===== src/rtl/operand_loader_if.sv =====
// Bundle for the operand loader's word stream, triple output and status.
// The loader uses the slave modport; the producer/consumer side uses master.
interface operand_loader_if #(
    parameter int DATAWIDTH = 32,
    parameter int CNTWIDTH  = 16
);
    logic [DATAWIDTH-1:0] in_data;
    logic                 in_valid;
    logic                 in_first;
    logic                 in_ready;
    logic [DATAWIDTH-1:0] a;
    logic [DATAWIDTH-1:0] b;
    logic [DATAWIDTH-1:0] c;
    logic                 out_valid;
    logic                 out_ready;
    logic                 sync_err;
    logic                 err_clr;
    logic [CNTWIDTH-1:0]  out_count;

    modport master (
        output in_data, in_valid, in_first, out_ready, err_clr,
        input  in_ready, a, b, c, out_valid, sync_err, out_count
    );

    modport slave (
        input  in_data, in_valid, in_first, out_ready, err_clr,
        output in_ready, a, b, c, out_valid, sync_err, out_count
    );
endinterface


===== src/rtl/operand_loader.sv =====
// Collects a serial word stream into an {a, b, c} triple and holds it on
// registered outputs until the datapath consumes it.
module operand_loader #(
    parameter int DATAWIDTH = 32,
    parameter int CNTWIDTH  = 16
) (
    input logic             Clk,
    input logic             Rst,
    operand_loader_if.slave bus
);
    localparam logic [1:0] LOAD_A  = 2'd0;
    localparam logic [1:0] LOAD_B  = 2'd1;
    localparam logic [1:0] LOAD_C  = 2'd2;
    localparam logic [1:0] PRESENT = 2'd3;

    logic [1:0]           state_q, state_d;
    logic [DATAWIDTH-1:0] a_q, a_d;
    logic [DATAWIDTH-1:0] b_q, b_d;
    logic [DATAWIDTH-1:0] c_q, c_d;
    logic [CNTWIDTH-1:0]  outCount_q, outCount_d;
    logic                 syncErr_q, syncErr_d;
    logic                 errSet;

    // A first-marked word arriving mid-triple restarts the triple with that
    // word as the new operand a, so the stream re-locks without losing it.
    always_comb begin
        state_d    = state_q;
        a_d        = a_q;
        b_d        = b_q;
        c_d        = c_q;
        outCount_d = outCount_q;
        errSet     = 1'b0;
        case (state_q)
            LOAD_A: begin
                if (bus.in_valid) begin
                    if (bus.in_first) begin
                        a_d     = bus.in_data;
                        state_d = LOAD_B;
                    end else begin
                        errSet = 1'b1;
                    end
                end
            end
            LOAD_B: begin
                if (bus.in_valid) begin
                    if (bus.in_first) begin
                        a_d    = bus.in_data;
                        errSet = 1'b1;
                    end else begin
                        b_d     = bus.in_data;
                        state_d = LOAD_C;
                    end
                end
            end
            LOAD_C: begin
                if (bus.in_valid) begin
                    if (bus.in_first) begin
                        a_d     = bus.in_data;
                        errSet  = 1'b1;
                        state_d = LOAD_B;
                    end else begin
                        c_d     = bus.in_data;
                        state_d = PRESENT;
                    end
                end
            end
            default: begin
                if (bus.out_ready) begin
                    outCount_d = outCount_q + 1'b1;
                    state_d    = LOAD_A;
                end
            end
        endcase
        // A new framing error takes priority over a coincident clear.
        syncErr_d = errSet | (syncErr_q & ~bus.err_clr);
    end

    always_ff @(posedge Clk) begin
        if (Rst) begin
            state_q    <= LOAD_A;
            a_q        <= '0;
            b_q        <= '0;
            c_q        <= '0;
            outCount_q <= '0;
            syncErr_q  <= 1'b0;
        end else begin
            state_q    <= state_d;
            a_q        <= a_d;
            b_q        <= b_d;
            c_q        <= c_d;
            outCount_q <= outCount_d;
            syncErr_q  <= syncErr_d;
        end
    end

    assign bus.in_ready  = (state_q != PRESENT);
    assign bus.out_valid = (state_q == PRESENT);
    assign bus.a         = a_q;
    assign bus.b         = b_q;
    assign bus.c         = c_q;
    assign bus.sync_err  = syncErr_q;
    assign bus.out_count = outCount_q;
endmodule


===== src/flat_wrapper.sv =====
// flat-port wrapper written by rule: the top's interface ports become plain ports
module operand_loader_flat 
#(
    parameter int DATAWIDTH = 32,
    parameter int CNTWIDTH  = 16
)
  (Clk, Rst, bus_in_data, bus_in_valid, bus_in_first, bus_out_ready, bus_err_clr, bus_in_ready, bus_a, bus_b, bus_c, bus_out_valid, bus_sync_err, bus_out_count);
  operand_loader_if #(.DATAWIDTH(DATAWIDTH), .CNTWIDTH(CNTWIDTH)) bus_i ();
  input logic Clk;
  input logic Rst;
  input wire logic [$bits(bus_i.in_data)-1:0] bus_in_data;
  input wire logic [$bits(bus_i.in_valid)-1:0] bus_in_valid;
  input wire logic [$bits(bus_i.in_first)-1:0] bus_in_first;
  input wire logic [$bits(bus_i.out_ready)-1:0] bus_out_ready;
  input wire logic [$bits(bus_i.err_clr)-1:0] bus_err_clr;
  output wire logic [$bits(bus_i.in_ready)-1:0] bus_in_ready;
  output wire logic [$bits(bus_i.a)-1:0] bus_a;
  output wire logic [$bits(bus_i.b)-1:0] bus_b;
  output wire logic [$bits(bus_i.c)-1:0] bus_c;
  output wire logic [$bits(bus_i.out_valid)-1:0] bus_out_valid;
  output wire logic [$bits(bus_i.sync_err)-1:0] bus_sync_err;
  output wire logic [$bits(bus_i.out_count)-1:0] bus_out_count;
  assign bus_i.in_data = bus_in_data;
  assign bus_i.in_valid = bus_in_valid;
  assign bus_i.in_first = bus_in_first;
  assign bus_i.out_ready = bus_out_ready;
  assign bus_i.err_clr = bus_err_clr;
  assign bus_in_ready = bus_i.in_ready;
  assign bus_a = bus_i.a;
  assign bus_b = bus_i.b;
  assign bus_c = bus_i.c;
  assign bus_out_valid = bus_i.out_valid;
  assign bus_sync_err = bus_i.sync_err;
  assign bus_out_count = bus_i.out_count;
  operand_loader #(.DATAWIDTH(DATAWIDTH), .CNTWIDTH(CNTWIDTH)) u_core (.Clk(Clk), .Rst(Rst), .bus(bus_i));
endmodule

===== config.mk =====
export PLATFORM = sky130hd
export DESIGN_NAME = operand_loader_flat
export DESIGN_NICKNAME = d
export VERILOG_FILES = /design/src/rtl/operand_loader_if.sv /design/src/rtl/operand_loader.sv /design/src/flat_wrapper.sv
export SDC_FILE = /design/constraint.sdc
export NUM_CORES = 1
export LEC_CHECK = 0
export BUFFER_PORTS_ARGS = -buffer_cell sky130_fd_sc_hd__buf_2
export CELL_PAD_IN_SITES_DETAIL_PLACEMENT = 1
export CELL_PAD_IN_SITES_GLOBAL_PLACEMENT = 2
export CORE_ASPECT_RATIO = 0.5
export CORE_UTILIZATION = 29
export CTS_CLUSTER_DIAMETER = 50
export DETAILED_ROUTE_END_ITERATION = 8
export GPL_ROUTABILITY_DRIVEN = 0
export GPL_TIMING_DRIVEN = 0
export PLACE_DENSITY_LB_ADDON = 0.1
export SLEW_MARGIN = 10
export SYNTH_ARGS = -nofsm -noshare
export SYNTH_HDL_FRONTEND = slang
export SYNTH_SLANG_ARGS = --single-unit

===== constraint.sdc =====
create_clock -name Clk -period 2.6 [get_ports Clk]
set_input_delay 0.39 -clock Clk [delete_from_list [all_inputs] [get_ports Clk]]
set_output_delay 0.39 -clock Clk [all_outputs]
set_load 0.005 [all_outputs]

==> flow_summary_export.csv <==
group,metric,value,unit
run_status,status,"finished, final reports clean",
detailed_routing,firstDrtPassIters,6,
worst_setup_path,crit_path_end,"u_core.bus.a[15]$_SDFFE_PP0P_",
floorplanning,rows,31,
worst_setup_path,start_kind,"flip-flop",
layout,nNetsFinal,744,
sta,period_needed,1.963,ns
worst_setup_path,reg2reg_from,"u_core.state_q[0]$_SDFFE_PP0P_",
pwr,p_leak,2.547,nW
sta,skew,0.009578,ns
worst_setup_path,endpoint_kind,"flip-flop",
layout,antennaDiodeCount,0,
grt,grt_use_met3,6.293,%
clock_network,path_clk_slew,0.06,ns
worst_setup_path,cpLargestDelayFamily,"simple AND/OR/NAND/NOR gates",
sta,finalSetupTns,0,ns
floorplanning,initial_utilization,29.72,%
grt,grt_pass1_vias,3953,
grt,antenna_found_initial,1,
pwr,powerDensity,816.5,nW/um^2
worst_setup_path,crit_buf_inv,2,
floorplanning,num_io_pins,153,
clock_network,cts_root_buf,"clkbuf_16",
worst_setup_path,cp_num_cells,7,
grt,globalRouteMet2Util,29.48,%
worst_setup_path,arrival,2.29,ns
detailed_routing,ant_nets,0,
layout,layout_common_cells,"198 x nand2_1, 157 x buf_2, 115 x dfxtp_1",
detailed_routing,dr_total_vias,4134,
floorplanning,die_x,174.2,um
yosys,netlist_area,4300,um^2
worst_hold_path,worstHoldPathType,"in2reg",
sta,relSlewSlack,56.11,%
grt,top_usage_layer,"met2",
grt,grt_max_degree,17,
layout,layout-drive-gt1-share,27.91,%
yosys,ys_warn_count,0,
sta,hold_viol_final,0,
sta,slew_violations,0,
worst_setup_path,critical_path_required,2.92,ns
layout,layout_commonest_cell,"nand2_1",
detailed_routing,wl_per_cell,15.34,um
worst_setup_path,path_class,"reg2reg",
yosys,synth.distinct_cells,34,
pwr,ir_worst_vdd,451.9,uV
grt,grt_usage,18.60,%
flow_run,drv_cap,0,
yosys,ys_seq_elements,115,
sta,period_share,75.49,%
grt,grt_pass1_wl,21470,um
grt,grt_overflow,0,
placed_design,hpwl,10380,um
sta,rsz0062_at_grt,"false",
placed_design,port-buffer-count,150,
sta,worst_slew_pin_slew,0.6583,ns
floorplanning,core-area,14470,um^2
floorplanning,die_y,88.11,um
worst_setup_path,r2r-end,"u_core.bus.a[15]$_SDFFE_PP0P_",
layout,fin_util,40.76,%
worst_setup_path,cp_cell_sequence,"ha_1 > nor2b_1 > and2_1 > clkbuf_1 > buf_2 > nand2_1 > a21oi_1",
worst_setup_path,reg2reg_slack,0.64,ns
yosys,synth_nets,575,
clock_network,clock_latency,0.41,ns
worst_setup_path,cp_max_fo,10,
yosys,synth_seq_area_share,53.54,%
clock_network,post_cts_buffers,0,
yosys,netlist_instances,531,
worst_setup_path,crit_path_start,"u_core.state_q[0]$_SDFFE_PP0P_",
detailed_routing,viasPerCell,4.538,
detailed_routing,wl,13980,um
clock_network,cts_sinks,115,
grt,met1_usage,23.82,%
clock_network,cts_made_buffers,17,
clock_network,post_cts_resized,0,
sta,setup-violations-final,0,
worst_setup_path,r2r_cells,7,
yosys,syn_avg_cell_area,8.099,um^2
clock_network,ctsHoldBuffers,0,
clock_network,clk_path_buf_depth,2,
clock_network,htreeDepth,4,
floorplanning,die-area,15350,um^2
sta,fmax,0.5095,GHz
detailed_routing,post-route-drc-count,0,
layout,area_delta_synth_final,37.13,%
detailed_routing,first_iter_violations,191,
worst_setup_path,critPathSlowestCell,"dfxtp_1",
worst_setup_path,cpPeakStageDelay,0.37,ns
clock_network,cts_tree,"built",
power by group:
group | switching [W] | internal (W)
logic | 0.000340 | 0.000216
clock network | 0.000866 | 0.00148
registers | 0.0000561 | 0.00185
flip-flops by register name, summed over array words and instances (netlist names):
signal,count
u_core.bus.c,32
u_core.state_q,2
u_core.bus.a,32
u_core.bus.b,32
u_core.bus.out_count,16
u_core.bus.sync_err,1
cell type report:
class / count / area, um^2
fill: 1805 / 8571
sequential: 115 / 2302
multi-input combinational: 377 / 1843
timing repair buffer: 150 / 750.7
clock buffer: 20 / 466.7
tap: 198 / 247.7
buffer: 34 / 136.4
clock inverter: 12 / 131.4
inverter: 5 / 18.77
layer usage:
metal / up-vias / share of wire, %
li1: 2073 / -
met1: 1953 / 49
met2: 93 / 44
met3: 13 / 5.6
met4: 2 / 0.76
met5: - / 0.072
synth_stat cells:
cell	number	area [um^2]
nor3b_2	1	12.51
or3_2	1	7.510
and4_1	1	8.760
nor2b_1	4	25.02
xor2_1	7	61.31
inv_1	4	15.01
mux2_4	1	15.01
nor3_1	2	10.01
xnor2_1	7	61.31
and2_1	4	25.02
inv_2	1	3.750
and3_1	1	6.260
and4_2	1	10.01
or3_1	2	12.51
dfxtp_1	115	2302
ha_1	6	75.07
nand4_2	1	12.51
nand3_1	5	25.02
nor4_1	3	18.77
buf_2	7	35.03
nand2_1	198	743.2
nand4_1	4	25.02
clkbuf_1	25	93.84
o32a_1	1	10.01
buf_1	2	7.510
nand3_2	1	10.01
a21oi_1	101	505.5
nand3b_1	1	7.510
a2bb2oi_1	1	8.760
nor4_4	1	21.27
nand4_4	2	42.54
o31ai_1	1	7.510
nor2_1	16	60.06
o21ai_0	3	15.01
cell families (layout without fill, tap and decap cells):
| kind of cell | count (synthesis) | in the layout | synth area share, % |
|---|---|---|---|
| and+or+nand+nor | 249 | 249 | 25.20 |
| DFF | 115 | 115 | 53.54 |
| AOI/OAI and AO/OA | 107 | 107 | 12.71 |
| buffers and inverters | 39 | 221 | 3.608 |
| xor gates and xnor gates | 14 | 14 | 2.851 |
| adders and majority gates | 6 | 6 | 1.746 |
| muxes | 1 | 1 | 0.3490 |
tightest hold or removal path: cells and delay by family:
kind	cells	cell delay, ns
and+or+nand+nor	1	0.05
buffers and inverters	1	0.11
AOI/OAI and AO/OA	1	0.05
worst min path at each step:
stage / startpoint / end / slack, ns / cells after the start
global route: bus_in_data[12] / u_core.bus.c[12]$_SDFFE_PP0P_ / 0.24 / 3
floorplan: u_core.bus.a[0]$_SDFFE_PP0P_ / u_core.bus.a[0]$_SDFFE_PP0P_ / 0.45 / 2
detailed placement: u_core.bus.c[20]$_SDFFE_PP0P_ / u_core.bus.c[20]$_SDFFE_PP0P_ / 0.45 / 2
global placement: u_core.bus.c[10]$_SDFFE_PP0P_ / u_core.bus.c[10]$_SDFFE_PP0P_ / 0.44 / 2
CTS: bus_in_data[13] / u_core.bus.b[13]$_SDFFE_PP0P_ / 0.22 / 3
finish: bus_in_data[13] / u_core.bus.b[13]$_SDFFE_PP0P_ / 0.24 / 3
through the flow:
stage	total power [W]	worst slack, ns	hold WS [ns]	instances	instance area (um^2)
CTS	0.004891	0.5981	0.2230	911	5897
global placement	0.002501	0.4103	0.4398	879	5299
finish	0.004815	0.6372	0.2399	911	5897
global route	0.005041	0.4115	0.2357	911	5897
detailed placement	0.002513	0.4419	0.4451	879	5299
floorplan	0.002262	1.024	0.4527	531	4300
Power figures use the tool's default switching activity.
